File: config.mk
export PLATFORM = sky130hd
export DESIGN_NAME = trace_player_flat
export DESIGN_NICKNAME = d
export VERILOG_FILES = /design/src/rtl/trace_player_if.sv /design/src/rtl/trace_player.sv /design/src/flat_wrapper.sv
export SDC_FILE = /design/constraint.sdc
export NUM_CORES = 1
export LEC_CHECK = 0
export ABC_AREA = 1
export BUFFER_PORTS_ARGS = -buffer_cell sky130_fd_sc_hd__buf_2
export CORE_MARGIN = 3
export CORE_UTILIZATION = 50
export DETAILED_ROUTE_END_ITERATION = 12
export HOLD_SLACK_MARGIN = 0.06
export PLACE_DENSITY = 0.76
export SYNTH_ARGS = -nofsm -noshare
export SYNTH_HDL_FRONTEND = slang
export SYNTH_SLANG_ARGS = --single-unit
File: constraint.sdc
create_clock -name clk -period 3.2 [get_ports clk]
set_input_delay 0.16 -clock clk [delete_from_list [all_inputs] [get_ports clk]]
set_output_delay 0.16 -clock clk [all_outputs]
set_load 0.005 [all_outputs]
File: src/rtl/trace_player_if.sv
// Request/response channel between the trace player and the cache under test.
//   req_valid / req_ready / req_addr : one memory reference per handshake
//   rsp_valid / rsp_hit              : single-cycle hit/miss reply
// Modports:
//   master - trace player side (drives requests, receives responses)
//   slave  - cache side (accepts requests, returns responses)
interface trace_player_if #(
  parameter int REF_W = 32
);
  logic             req_valid;
  logic             req_ready;
  logic [REF_W-1:0] req_addr;
  logic             rsp_valid;
  logic             rsp_hit;

  modport master (
    output req_valid,
    output req_addr,
    input  req_ready,
    input  rsp_valid,
    input  rsp_hit
  );

  modport slave (
    input  req_valid,
    input  req_addr,
    output req_ready,
    output rsp_valid,
    output rsp_hit
  );
endinterface

File: src/rtl/trace_player.sv
// Trace player: replays trace ROM entries 0..TRACE_LEN-1 into a cache model,
// one outstanding reference at a time, and counts hits, misses and responses.
// Ports:
//   clk, rst          - clock and synchronous active-high reset
//   start             - begin a replay (honoured only when idle or done)
//   trace_addr        - ROM address (driven straight from the index register)
//   trace_ref         - ROM data, valid in the same cycle as trace_addr
//   bus (master)      - req_valid/req_ready/req_addr and rsp_valid/rsp_hit
//   busy, done        - replay in progress / replay finished (held)
//   hit_count, miss_count, ref_count - saturating statistics for this replay
module trace_player #(
  parameter int ADDR_W    = 16,
  parameter int REF_W     = 32,
  parameter int TRACE_LEN = 6,
  parameter int CNT_W     = 16
) (
  input  logic              clk,
  input  logic              rst,
  input  logic              start,
  output logic [ADDR_W-1:0] trace_addr,
  input  logic [REF_W-1:0]  trace_ref,
  trace_player_if.master    bus,
  output logic              busy,
  output logic              done,
  output logic [CNT_W-1:0]  hit_count,
  output logic [CNT_W-1:0]  miss_count,
  output logic [CNT_W-1:0]  ref_count
);

  typedef enum logic [2:0] {
    IDLE,
    FETCH,
    ISSUE,
    WAIT_RSP,
    DONE
  } state_t;

  localparam bit              LEN_ZERO = (TRACE_LEN == 0);
  // One bit wider than the index so TRACE_LEN == 2**ADDR_W is representable.
  localparam logic [ADDR_W:0] LEN_V    = (ADDR_W+1)'(TRACE_LEN);

  state_t             state;
  state_t             state_nxt;
  logic [ADDR_W-1:0]  index;
  logic               req_valid_r;
  logic [REF_W-1:0]   req_addr_r;
  logic               last;

  logic               clr_stats;
  logic               load_req;
  logic               accept;
  logic               count_rsp;
  logic               adv_index;

  function automatic logic [CNT_W-1:0] sat_inc(input logic [CNT_W-1:0] v);
    return (&v) ? v : v + CNT_W'(1);
  endfunction

  assign trace_addr    = index;
  assign bus.req_valid = req_valid_r;
  assign bus.req_addr  = req_addr_r;

  assign last = (({1'b0, index} + (ADDR_W+1)'(1)) == LEN_V);

  always_ff @(posedge clk) begin
    if (rst) begin
      state <= IDLE;
    end else begin
      state <= state_nxt;
    end
  end

  always_comb begin
    state_nxt = state;
    clr_stats = 1'b0;
    load_req  = 1'b0;
    accept    = 1'b0;
    count_rsp = 1'b0;
    adv_index = 1'b0;
    unique case (state)
      IDLE, DONE: begin
        if (start) begin
          clr_stats = 1'b1;
          state_nxt = LEN_ZERO ? DONE : FETCH;
        end
      end
      FETCH: begin
        load_req  = 1'b1;
        state_nxt = ISSUE;
      end
      ISSUE: begin
        if (req_valid_r && bus.req_ready) begin
          accept    = 1'b1;
          state_nxt = WAIT_RSP;
        end
      end
      WAIT_RSP: begin
        if (bus.rsp_valid) begin
          count_rsp = 1'b1;
          // The index is left on the final entry so the ROM address never
          // runs past the end of the trace while done.
          if (last) begin
            state_nxt = DONE;
          end else begin
            adv_index = 1'b1;
            state_nxt = FETCH;
          end
        end
      end
      default: state_nxt = IDLE;
    endcase
  end

  always_ff @(posedge clk) begin
    if (rst) begin
      index       <= '0;
      req_valid_r <= 1'b0;
      req_addr_r  <= '0;
      busy        <= 1'b0;
      done        <= 1'b0;
      hit_count   <= '0;
      miss_count  <= '0;
      ref_count   <= '0;
    end else begin
      busy <= (state_nxt == FETCH) || (state_nxt == ISSUE) || (state_nxt == WAIT_RSP);
      done <= (state_nxt == DONE);

      if (clr_stats) begin
        index      <= '0;
        hit_count  <= '0;
        miss_count <= '0;
        ref_count  <= '0;
      end

      if (load_req) begin
        req_addr_r  <= trace_ref;
        req_valid_r <= 1'b1;
      end

      if (accept) begin
        req_valid_r <= 1'b0;
      end

      if (count_rsp) begin
        ref_count <= sat_inc(ref_count);
        if (bus.rsp_hit) begin
          hit_count <= sat_inc(hit_count);
        end else begin
          miss_count <= sat_inc(miss_count);
        end
      end

      if (adv_index) begin
        index <= index + ADDR_W'(1);
      end
    end
  end

endmodule

File: src/flat_wrapper.sv
// flat-port wrapper written by rule: the top's interface ports become plain ports
module trace_player_flat 
#(
  parameter int ADDR_W    = 16,
  parameter int REF_W     = 32,
  parameter int TRACE_LEN = 6,
  parameter int CNT_W     = 16
)
  (clk, rst, start, trace_addr, trace_ref, busy, done, hit_count, miss_count, ref_count, bus_req_valid, bus_req_addr, bus_req_ready, bus_rsp_valid, bus_rsp_hit);
  trace_player_if #(.REF_W(REF_W)) bus_i ();
  input  logic clk;
  input  logic rst;
  input  logic start;
  output logic [ADDR_W-1:0] trace_addr;
  input  logic [REF_W-1:0] trace_ref;
  output logic busy;
  output logic done;
  output logic [CNT_W-1:0] hit_count;
  output logic [CNT_W-1:0] miss_count;
  output logic [CNT_W-1:0] ref_count;
  output wire logic [$bits(bus_i.req_valid)-1:0] bus_req_valid;
  output wire logic [$bits(bus_i.req_addr)-1:0] bus_req_addr;
  input wire logic [$bits(bus_i.req_ready)-1:0] bus_req_ready;
  input wire logic [$bits(bus_i.rsp_valid)-1:0] bus_rsp_valid;
  input wire logic [$bits(bus_i.rsp_hit)-1:0] bus_rsp_hit;
  assign bus_req_valid = bus_i.req_valid;
  assign bus_req_addr = bus_i.req_addr;
  assign bus_i.req_ready = bus_req_ready;
  assign bus_i.rsp_valid = bus_rsp_valid;
  assign bus_i.rsp_hit = bus_rsp_hit;
  trace_player #(.ADDR_W(ADDR_W), .REF_W(REF_W), .TRACE_LEN(TRACE_LEN), .CNT_W(CNT_W)) u_core (.clk(clk), .rst(rst), .start(start), .trace_addr(trace_addr), .trace_ref(trace_ref), .bus(bus_i), .busy(busy), .done(done), .hit_count(hit_count), .miss_count(miss_count), .ref_count(ref_count));
endmodule
* Yosys cells after proc, flatten, opt, wreduce, memory -nomap -nowiden *
Cells that the tools add are included.

operators by class
  add/subtract/negate cells = 5
  equality and inequality tests = 12
  muxes and demuxes = 27
  reduce and logical (&&, ||, !) cells = 12

operators with widths
  cell                                            count
  2-to-1 mux 16 bit                               12
  adder 16 x 1 -> 16 bit, second input constant   4
  AND reduction 16 bit                            3
  adder 16 x 1 -> 17 bit, second input constant   1
  == test 17 x 3 -> 1 bit, second input constant  1
  == test 3 x 2 -> 1 bit, second input constant   4
  2-to-1 mux 3 bit                                4
  case mux 3 bit (4 select lines)                 1
  2-to-1 mux 1 bit                                10
  == test 3 x 1 -> 1 bit, second input constant   2
  == test 3 bit, second input constant            2
  != test 3 bit, second input constant            2
  nonzero test 2 bit                              2
  OR reduction 2 bit                              2
  logical NOT 3 bit                               1
  logical OR 1 bit                                2
  != test 2 bit, second input constant            1
  AND reduction 2 bit                             1
  logical AND 1 bit                               1

word-level totals
  register bits after elaboration = 102
  output and inout port bits = 99
  word-level logic and storage cells = 65

* Longest topological paths before layout *
Gate-level depths: netlist of the first run.

  depth in word-level cells = 8
  mapped depth = 16

* Least setup slack after synthesis of the first run *
OpenSTA, ideal clock, no wires.

  kind = register to register
  from = register u_core.index[0] (netlist: u_core.trace_addr[0])
  to = register u_core.busy
  arrival = 1.807 ns
  data required time = 3.090 ns
  path slack = 1.283 ns
  cell stages (with the launch flop) = 16
  clock period less this slack = 1.917 ns
  cell sequence = dfxtp_1 -> ha_1 -> nand2_1 -> nor2_4 -> nand3_2 -> nand2_1 -> nand2_1 -> nor2_1 -> nand2_1 -> nor2_2 -> nand2_4 -> nand2_8 -> buf_8 -> nand4_1 -> nand2_1 -> inv_1

between the ends
  word-level cells in the longest chain between the ends = 8

RTL lines
  what                                                                     line                 RTL
  start: declaration                                                       trace_player.sv:44   logic [ADDR_W-1:0] index;
  start signal: assignment                                                 trace_player.sv:154  index <= index + ADDR_W'(1);
  adder 16 x 1 -> 17 bit (*)                                               trace_player.sv:63   assign last = (({1'b0, index} + (ADDR_W+1)'(1)) == LEN_V);
  == test 17 x 3 -> 1 bit (*)                                              trace_player.sv:63
  2-to-1 mux 3 bit (*)                                                     trace_player.sv:102  if (last) begin
  2-to-1 mux 3 bit (*)                                                     trace_player.sv:98   if (bus.rsp_valid) begin
  case mux 3 bit (4 select lines) (*)                                      trace_player.sv:80   unique case (state)
  == test 3 x 1 -> 1 bit / == test 3 x 2 -> 1 bit (equally long branches)  trace_player.sv:125  busy <= (state_nxt == FETCH) || (state_nxt == ISSUE) || (state_nxt == WAIT_RSP);
  logical OR 1 bit                                                         trace_player.sv:125
  logical OR 1 bit (*)                                                     trace_player.sv:125
  end signal: assignment                                                   trace_player.sv:125
  end: declaration                                                         trace_player.sv:23   output logic busy,

Every way passes the cells marked *; elsewhere a longest branch is shown, timed or not.
A chain may end at the register's enable or synchronous reset.

* Worst setup path in the final report of the first run *
  from = register u_core.ref_count[0]
  to = register u_core.ref_count[11]

between the ends
  word-level cells in the longest chain between the ends = 3

RTL lines
  what                                                                   line                 RTL
  start: declaration                                                     trace_player.sv:27   output logic [CNT_W-1:0] ref_count
  start signal: assignment                                               trace_player.sv:145  ref_count <= sat_inc(ref_count);
  adder 16 x 1 -> 16 bit / AND reduction 16 bit (equally long branches)  trace_player.sv:56   return (&v) ? v : v + CNT_W'(1);
  2-to-1 mux 16 bit / != test 2 bit (equally long branches)              --
  2-to-1 mux 16 bit / AND reduction 2 bit (equally long branches)        --

Several ways; a longest one is shown, not always the timed one. The select of a mux whose other input is x is not followed.

==> qor.yml, run 1 <==
status: "complete, no violations"
sw_frac_of_total_pct: 25.2
dp_slack_ns: 0.878
yosys_warnings: 0
syn_area_um2: 5120
drt-initial-drc-count: 390
setup_viol: 0
min_period_over_period_pct: 74.1
fin_crit_ns: 2.37
tightest_slew_ns: 1.01
holdWs_ns: 0.156
slowest_stage: "dfxtp_1"
finalWorstSetupSlack_ns: 0.829
p_int_mw: 1.85
clock_path_buffers: 2
syn_area_per_cell_um2: 6.90
coreArea_um2: 9860
total_power_mw: 2.48
synthAdderAreaFrac_pct: 1.22
vdd_drop_max_uv: 230
cts_root_buf: "clkbuf_8"
layout_common_cells: "buf_2 (136), nand2_1 (130), nor2_1 (114)"
stdcell_area_um2: 6420
hold_viol: 0
synth_xor_xnor_area_share_pct: 1.20
clk_latency_ns: 0.35
die_area_um2: 11500
routed_wl_mm: 14.5
first_global_vias: 5295
fin_setup_tns_ns: 0
max_stage_delay_ns: 0.39
final_common_cell: "buf_2"
powerDensity_nw_per_um2: 386
fp.dieH_um: 107
path_class: "reg2reg"
grt_max_degree: 53
cts_resized: 0
grt_pass1_wl_mm: 24.2
synth_compound_area_share_pct: 14.9
start_util_pct: 51.9
layout-drive-gt1-share_pct: 21.0
areaGrowthSynthToFinish_pct: 25.4
cts.sinks: 102
ioPinCount: 137
synth_top_area_share_pct: 39.9
synthMuxAreaShare_pct: 0
cts_tree: "built"
fp-row-count: 36
dr_total_vias: 5560
grt_antenna_before_repair: 1
placed_cells_incl_taps: 988
power_frac_seq_pct: 54.1
report.final.slew_viol_count: 0
rsz0062_at_grt: "false"
path_buf_inv: 0
p_leak_nw: 2.85
slew-limit-headroom_pct: 32.5
path_clk_slew_ns: 0.09
drt-pass1-iter-count: 7
ys_seq_elements: 102
io_buffers: 136
synth_area_leaders: "dfxtp_1 (40%), nand2_1 (9.5%), nor2_1 (8.4%)"
crit_path_end_kind: "flop"
synth_top_area_cell: "dfxtp_1"
layout.nets: 941
place_congestion: 0.912
antennaDiodeCount: 0
p_switching_mw: 0.624
post_dp_cell_area_um2: 5880
hpwl_mm: 9.74
fin_worst_skew_ns: 0.00590
ant_nets: 0
fin_cells: 1036
comb_power_share_pct: 11.1
detail_route.wl_per_cell_um: 14.0
hold_path_class: "in2reg"
seq_area_frac_synth_pct: 39.9
htreeDepth: 3
clock_power_share_pct: 34.8
viasPerCell: 5.37
syn_nets: 785
crit_top_cell: "nand2_1"
synth_top_family_by_area: "simple AND/OR/NAND/NOR gates"
cp_top_family: "simple AND/OR/NAND/NOR gates"
critical_path.cell_chain: "ha_1 > nand2_1 > nor2_1 > nand2_1 > nor3_1 > nand3_1 > nand2_1 > nand2_1 > nand3_1 > xor2_1 > nor2_1"
fmax_mhz: 422
crit_arrival_ns: 2.63
drcViolationCount: 0
critPathRequiredTime_ns: 3.45
max-cap-violations: 0
critPathLaunchType: "flop"
synthSimpleGateAreaFrac_pct: 34.4
synthCells: 742
critPathMaxFanout: 12
synth_cell_types: 43
overflow: 0
fp.dieW_um: 107
final_util_pct: 65.1
cts_buffers: 9
grt.total_usage_pct: 25.5
-- metal layers --
layer	GRT usage (%)	share of wire (%)
met4	10.3	2.0
met2	42.8	47
met1	31.1	43
met3	6.68	7.6
met5	0	0.048
-- power by group through the flow --
stage | Clock (mW) | Sequential, mW | Combinational [mW]
final | 0.861 | 1.34 | 0.275
after global routing | 0.937 | 1.35 | 0.306
after CTS | 0.887 | 1.34 | 0.268
after detailed placement | 0 | 1.37 | 0.239
after global placement | 0 | 1.36 | 0.232
after floorplan | 0 | 1.37 | 0.129
-- registers in the layout, summed over array words and instances, names as in the netlist --
| name | flops |
|---|---|
| u_core.ref_count | 16 |
| u_core.bus.req_addr | 32 |
| u_core.hit_count | 16 |
| u_core.miss_count | 16 |
| u_core.done | 1 |
| u_core.trace_addr | 16 |
| u_core.busy | 1 |
| u_core.state | 3 |
| u_core.bus.req_valid | 1 |
-- final cells by class --
class / instances / area, um2
tap: 133 / 166
fill: 847 / 3450
clock inverter: 4 / 53.8
multi-input combinational: 533 / 2660
inverter: 79 / 298
sequential: 102 / 2040
clock buffer: 12 / 165
timing repair buffer: 173 / 1040
-- worst min-delay path: cells and delay by family --
family,cells,cell delay (ns)
buf+inv,1,0.10
simple gates,3,0.21
-- final timing paths --
path,from,endpoint,slack (ns),depth (start not counted)
setup / recovery,u_core.ref_count[0]$_SDFFE_PP0P_,u_core.ref_count[11]$_SDFFE_PP0P_,0.83,11
hold / removal,bus_req_ready,u_core.bus.req_valid$_SDFFE_PP0P_,0.16,4
setup reg to reg,u_core.ref_count[0]$_SDFFE_PP0P_,u_core.ref_count[11]$_SDFFE_PP0P_,0.83,11
hold reg to reg,u_core.miss_count[7]$_SDFFE_PP0P_,u_core.miss_count[7]$_SDFFE_PP0P_,0.49,2
-- cells in the mapped netlist (all sizes together) --
cell type and number:
nand2 139, nor2 124, dfxtp 102, inv 77
nand3 71, o21ai 58, a21oi 57, clkbuf 20
nor3 18, nand4 14, nand3b 11, a211oi 8
buf 8, a31oi 5, ha 5, xor2 4
and3 3, xnor2 3, a31o 2, clkinv 2
o21bai 2, o22ai 2, a221oi 1, nor4 1
o211a 1, o221ai 1, o31ai 1, o41ai 1
or2 1
-- cell families after synthesis --
kind of cell,after synthesis
flops,102
simple gates,382
fa+ha+maj,5
compound gates,139
xor+xnor,7
buf+inv,107
-- what timing repair did --
action | in CTS | in global routing
endpoints found under the hold margin | 32 | 0
hold buffers | 32 | 0
setup buffers | 0 | 0
Note: power is estimated with default switching activity, not from simulation.
==> inputs of run 2 (changes only) <==
CORE_UTILIZATION = 48   (was 50)
PLACE_DENSITY = 0.77   (was 0.76)
clock period = 2 ns   (was 3.2 ns; I/O delays follow)
==> run 2 against run 1 <==
Clock-buffer cell count is 2 lower. Sequential cell count is the same. Worst setup slack got worse by 0.77 ns. Highest routed layer unchanged. Combinational power increased by 65%. Largest power group unchanged. Non-clock buffer count is 41 higher. Total power rose by 53%.
==> qor.yml, run 2 (same netlist as run 1, synthesis figures left out) <==
coreArea_um2: 10400  # was 9860 um2
drt-initial-drc-count: 350  # was 390
first_global_vias: 5211  # was 5295
layout.nets: 986  # was 941
largest_reg_flops: 32  # unchanged
final_common_cell: "buf_2"  # unchanged
cts_buffers: 9  # unchanged
clock_path_buffers: 2  # unchanged
ioPinCount: 137  # unchanged
drcViolationCount: 0  # unchanged
max-cap-violations: 0  # unchanged
critPathLaunchType: "flop"  # unchanged
final_util_pct: 66.3  # was 65.1%
start_util_pct: 49.4  # was 51.9%
fin_setup_tns_ns: 0  # unchanged
io_buffers: 136  # unchanged
crit_path_end_kind: "flop"  # unchanged
fmax_mhz: 515  # was 422 MHz
hold_viol: 0  # unchanged
met1_length_mm: 6.62  # was 6.24 mm
fill_cells: 901  # was 847
detail_route.wl_per_cell_um: 13.9  # was 14.0 um
layout_common_cells: "buf_2 (136), nand2_1 (126), nor2_1 (109)"  # was buf_2 (136), nand2_1 (130), nor2_1 (114)
multi_input_area_um2: 2830  # was 2660 um2
grt_antenna_before_repair: 1  # unchanged
hpwl_mm: 9.60  # was 9.74 mm
path_class: "reg2reg"  # unchanged
fp-row-count: 37  # was 36
dr_wl_met3_mm: 1.16  # was 1.11 mm
place_congestion: 0.876  # was 0.912
overflow: 0  # unchanged
fp.dieH_um: 109  # was 107 um
cts_tree: "built"  # unchanged
die_area_um2: 11900  # was 11500 um2
grt_pass1_wl_mm: 24.2  # about the same
cts.sinks: 102  # unchanged
tightest_slew_ns: 0.495  # was 1.01 ns
total_power_mw: 3.79  # was 2.48 mW
powerDensity_nw_per_um2: 551  # was 386 nW/um2
critPathMaxFanout: 5  # was 12
antennaDiodeCount: 0  # unchanged
routed_wl_mm: 15.1  # was 14.5 mm
slew-limit-headroom_pct: 67.0  # was 32.5%
drt-pass1-iter-count: 5  # was 7
critPathRequiredTime_ns: 2.24  # was 3.45 ns
fin_worst_skew_ns: 0.0187  # was 0.00590 ns
layout-drive-gt1-share_pct: 28.1  # was 21.0%
top_layer: "met5"  # unchanged
vdd_drop_max_uv: 404  # was 230 uV
p_leak_nw: 3.08  # was 2.85 nW
min_period_over_period_pct: 97.1  # was 74.1%
setup_viol: 0  # unchanged
rsz0062_at_grt: "true"  # was false
grt_max_degree: 53  # unchanged
hold_path_class: "in2reg"  # unchanged
report.final.slew_viol_count: 0  # unchanged
dr_total_vias: 5659  # was 5560
grt.total_usage_pct: 25.2  # was 25.5%
viasPerCell: 5.23  # was 5.37
clk_latency_ns: 0.37  # was 0.35 ns
seq_area_um2: 2060  # was 2040 um2
fin_crit_ns: 1.94  # was 2.37 ns
htreeDepth: 3  # unchanged
ant_nets: 0  # unchanged
met2_length_mm: 7.03  # was 6.88 mm
areaGrowthSynthToFinish_pct: 34.4  # was 25.4%
crit_arrival_ns: 2.18  # was 2.63 ns
path_clk_slew_ns: 0.09  # about the same
cts_root_buf: "clkbuf_8"  # unchanged
status: "complete, no violations"  # unchanged
fp.dieW_um: 109  # was 107 um
## run 2: cell count changes in the layout (fill, tap and decap cells not counted), moves of 5 or more
cell / delta
a21oi_2: +5
buf_4: +38
dfxtp_2: +11
a21oi_1: -5
nor2_1: -5
dfxtp_1: -11
## run 2: final timing paths
kind	startpoint	to	slack [ns]	depth (start not counted)
setup / recovery	u_core.trace_addr[1]$_SDFFE_PP0P_	u_core.trace_addr[2]$_SDFFE_PP0P_	0.06	13
hold / removal	bus_req_ready	u_core.bus.req_valid$_SDFFE_PP0P_	0.09	4
setup reg to reg	u_core.trace_addr[1]$_SDFFE_PP0P_	u_core.trace_addr[2]$_SDFFE_PP0P_	0.06	13
hold reg to reg	u_core.miss_count[7]$_SDFFE_PP0P_	u_core.miss_count[7]$_SDFFE_PP0P_	0.47	2
## run 2: metrics by stage
| stage | hold WS (ns) | setup slack [ns] | area (um2) | instances |
|---|---|---|---|---|
| after detailed placement | 0.330 | -0.0283 | 6120 | 1023 |
| after global placement | 0.322 | 0.0457 | 6120 | 1023 |
| final | 0.0935 | 0.0587 | 6880 | 1083 |
| after global routing | 0.159 | -0.0830 | 6880 | 1083 |
| after floorplan | 0.235 | 0.0832 | 5120 | 742 |
| after CTS | 0.0890 | 0.00665 | 6680 | 1075 |
## run 2: timing repair
| action | 4_1_cts | 5_1_grt |
|---|---|---|
| pin swaps | 3 | 14 |
| setup endpoints to repair | 20 | 45 |
| setup buffers | 1 | 7 |
| hold endpoints to repair | 36 | 0 |
| gates cloned | 3 | 1 |
| gates resized for setup | 4 | 41 |
| hold buffers | 33 | 0 |
## run 2: report_power, final
part / internal [mW] / switching [mW] / total (mW) / leakage (nW)
registers: 2.10 / 0.0422 / 2.15 / 0.833
logic: 0.188 / 0.266 / 0.455 / 2.16
clock network: 0.480 / 0.707 / 1.19 / 0.0845
total: 2.77 / 1.02 / 3.79 / 3.08
## run 2: routing by layer
metal / vias to the layer above / global-route usage [%]
met2: 204 / 40.1
met1: 2569 / 32.5
li1: 2859 / -
met4: 2 / 8.73
met5: - / 0
met3: 25 / 7.28
## run 2: critical path, cell delays in order, from the launching register on
cell and delay, ns:
dfxtp_2 0.36, ha_4 0.18, nand2_4 0.07, nor2_4 0.15, nand3_2 0.12, nand2_2 0.09, nand2_1 0.05, nor2_1 0.08
nand2_1 0.09, nor2_4 0.20, buf_4 0.14, nand2_2 0.09, nand3b_1 0.12, a21oi_2 0.06
## run 2: cell type report
| type | instances | area share (%) |
|---|---|---|
| multi-input cells | 537 | 41.1 |
| flip-flops and latches | 102 | 29.9 |
| repair buffers | 214 | 19.7 |
| inverters | 79 | 4.33 |
| well taps | 136 | 2.47 |
| clock buffers | 10 | 2.00 |
| clock inverters | 5 | 0.491 |
==> inputs of run 3 (changes only) <==
PLACE_DENSITY = 0.79   (was 0.77)
==> run 3 against run 2 <==
Clock skew fell by 0.0021 ns. Critical path type unchanged. Largest cell class unchanged. Via count rose by 1.1%. Clock-buffer cell count fell by 1. Maximum frequency fell by 1.6%.
==> qor.yml, run 3 (same netlist as run 1, synthesis figures left out) <==
fmax_mhz: 507  # was 515 MHz
detail_route.wl_per_cell_um: 13.8  # was 13.9 um
placed_cells_incl_taps: 1024  # was 1023
multi_input_area_um2: 2750  # was 2830 um2
fin_worst_skew_ns: 0.0166  # was 0.0187 ns
holdWs_ns: 0.0852  # was 0.0935 ns
coreArea_um2: 10400  # unchanged
stdcell_area_um2: 6820  # was 6880 um2
overflow: 0  # unchanged
critPathLaunchType: "flop"  # unchanged
seq_area_um2: 2050  # was 2060 um2
cts.sinks: 102  # unchanged
hold_viol: 0  # unchanged
viasPerCell: 5.31  # was 5.23
p_leak_nw: 3.08  # about the same
power_frac_seq_pct: 55.8  # was 56.6%
rsz0062_at_grt: "true"  # unchanged
powerDensity_nw_per_um2: 564  # was 551 nW/um2
drt-initial-drc-count: 462  # was 350
use_met1_pct: 33.4  # was 32.5%
critPathRequiredTime_ns: 2.21  # was 2.24 ns
clk_latency_ns: 0.36  # was 0.37 ns
hold_path_class: "in2reg"  # unchanged
status: "complete, no violations"  # unchanged
drcViolationCount: 0  # unchanged
use_met2_pct: 40.8  # was 40.1%
slowest_stage: "dfxtp_2"  # unchanged
fin_crit_ns: 1.97  # was 1.94 ns
areaGrowthSynthToFinish_pct: 33.2  # was 34.4%
comb_power_share_pct: 11.9  # was 12.0%
cts_tree: "built"  # unchanged
min_period_over_period_pct: 98.6  # was 97.1%
final_common_cell: "buf_2"  # unchanged
start_util_pct: 49.4  # unchanged
grt_pass1_wl_mm: 24.4  # was 24.2 mm
drt-pass1-iter-count: 5  # unchanged
fill_cells: 894  # was 901
busiest_layer: "met2"  # unchanged
fin_cells: 1078  # was 1083
fp-row-count: 37  # unchanged
ant_nets: 0  # unchanged
p_switching_mw: 1.08  # was 1.02 mW
max-cap-violations: 0  # unchanged
antennaDiodeCount: 0  # unchanged
cts_root_buf: "clkbuf_8"  # unchanged
dp_slack_ns: 0.0120  # was -0.0283 ns
ioPinCount: 137  # unchanged
crit_arrival_ns: 2.18  # about the same
finalWorstSetupSlack_ns: 0.0278  # was 0.0587 ns
cts_buffers: 9  # unchanged
final_util_pct: 65.8  # was 66.3%
vdd_drop_max_uv: 415  # was 404 uV
largest_reg_flops: 32  # unchanged
fp.dieW_um: 109  # unchanged
use_met3_pct: 5.39  # was 7.28%
cp_top_family: "simple AND/OR/NAND/NOR gates"  # unchanged
slew-limit-headroom_pct: 63.6  # was 67.0%
routed_wl_mm: 14.9  # was 15.1 mm
fin_setup_tns_ns: 0  # unchanged
tightest_slew_ns: 0.545  # was 0.495 ns
total_power_mw: 3.85  # was 3.79 mW
setup_viol: 0  # unchanged
layout.nets: 981  # was 986
layout_common_cells: "buf_2 (136), nand2_1 (126), nor2_1 (112)"  # was buf_2 (136), nand2_1 (126), nor2_1 (109)
critPathMaxFanout: 7  # was 5
htreeDepth: 3  # unchanged
clock_path_buffers: 2  # unchanged
p_int_mw: 2.76  # was 2.77 mW
clock_power_share_pct: 32.3  # was 31.4%
first_global_vias: 5155  # was 5211
grt_antenna_before_repair: 0  # was 1
path_class: "reg2reg"  # unchanged
fp.dieH_um: 109  # unchanged
post_dp_cell_area_um2: 6160  # was 6120 um2
hpwl_mm: 9.61  # was 9.60 mm
die_area_um2: 11900  # unchanged
place_congestion: 0.907  # was 0.876
dr_total_vias: 5719  # was 5659
crit_path_end_kind: "flop"  # unchanged
sw_frac_of_total_pct: 28.1  # was 26.8%
io_buffers: 136  # unchanged
critical_path.cell_chain: "ha_4 > nand2_4 > nor2_4 > nand3_2 > nand2_2 > nand2_1 > nor2_1 > nand2_1 > nor2_2 > nand2_4 > buf_6 > nand3b_1 > a21oi_1"  # was ha_4 > nand2_4 > nor2_4 > nand3_2 > nand2_2 > nand2_1 > nor2_1 > nand2_1 > nor2_4 > buf_4 > nand2_2 > nand3b_1 > a21oi_2
path_buf_inv: 1  # unchanged
grt.total_usage_pct: 25.1  # was 25.2%
path_clk_slew_ns: 0.11  # was 0.09 ns
layout-drive-gt1-share_pct: 26.6  # was 28.1%
max_stage_delay_ns: 0.36  # about the same
report.final.slew_viol_count: 0  # unchanged
grt_max_degree: 53  # unchanged
-- run 3: cell types whose count changed in the layout (fill, tap and decap cells not counted), moves of 3 or more --
cell     delta
buf_4       -4
nand3_1     +4
nand3_2     -3
nor2_1      +3
-- run 3: path summary, 6_finish.rpt --
| check | startpoint | endpoint | slack (ns) | depth (start not counted) |
|---|---|---|---|---|
| worst max-delay path | u_core.trace_addr[0]$_SDFFE_PP0P_ | u_core.trace_addr[12]$_SDFFE_PP0P_ | 0.03 | 13 |
| worst min-delay path | bus_req_ready | u_core.bus.req_valid$_SDFFE_PP0P_ | 0.09 | 4 |
| worst max register to register | u_core.trace_addr[0]$_SDFFE_PP0P_ | u_core.trace_addr[12]$_SDFFE_PP0P_ | 0.03 | 13 |
| worst min register to register | u_core.miss_count[7]$_SDFFE_PP0P_ | u_core.miss_count[7]$_SDFFE_PP0P_ | 0.48 | 2 |
-- run 3: cell type report --
| type | instances | share of cell area, % |
|---|---|---|
| multi-input cells | 534 | 40.3 |
| flip-flops and latches | 102 | 30.1 |
| repair buffers | 212 | 20.1 |
| clock buffers | 9 | 1.82 |
| clock inverters | 6 | 0.826 |
| inverters | 79 | 4.40 |
| well taps | 136 | 2.50 |
-- run 3: timing repair --
item,4_1_cts,5_1_grt
endpoints found under the hold margin,32,0
hold buffers,32,0
endpoints found under the setup margin,2,45
pin swaps,3,6
cloned,1,0
setup buffers,2,4
resized for setup,4,30
-- run 3: worst register-to-register path, cell delays in order, from the launching register on --
cell	delay, ns
dfxtp_2	0.36
ha_4	0.17
nand2_4	0.06
nor2_4	0.18
nand3_2	0.10
nand2_2	0.09
nand2_1	0.06
nor2_1	0.11
nand2_1	0.09
nor2_2	0.14
nand2_4	0.15
buf_6	0.17
nand3b_1	0.07
a21oi_1	0.06
-- run 3: per-layer routing --
layer | vias to the layer above | share of wire (%)
li1 | 2842 | -
met1 | 2583 | 44
met2 | 260 | 45
met3 | 34 | 8.1
met4 | 0 | 2.2
met5 | - | 0
-- run 3: power groups by stage --
stage	combinational (mW)	sequential, mW	clock [mW]
final	0.459	2.14	1.24
after global routing	0.513	2.15	1.34
after CTS	0.440	2.14	1.27
after detailed placement	0.393	2.18	0
after global placement	0.388	2.18	0
after floorplan	0.206	2.19	0
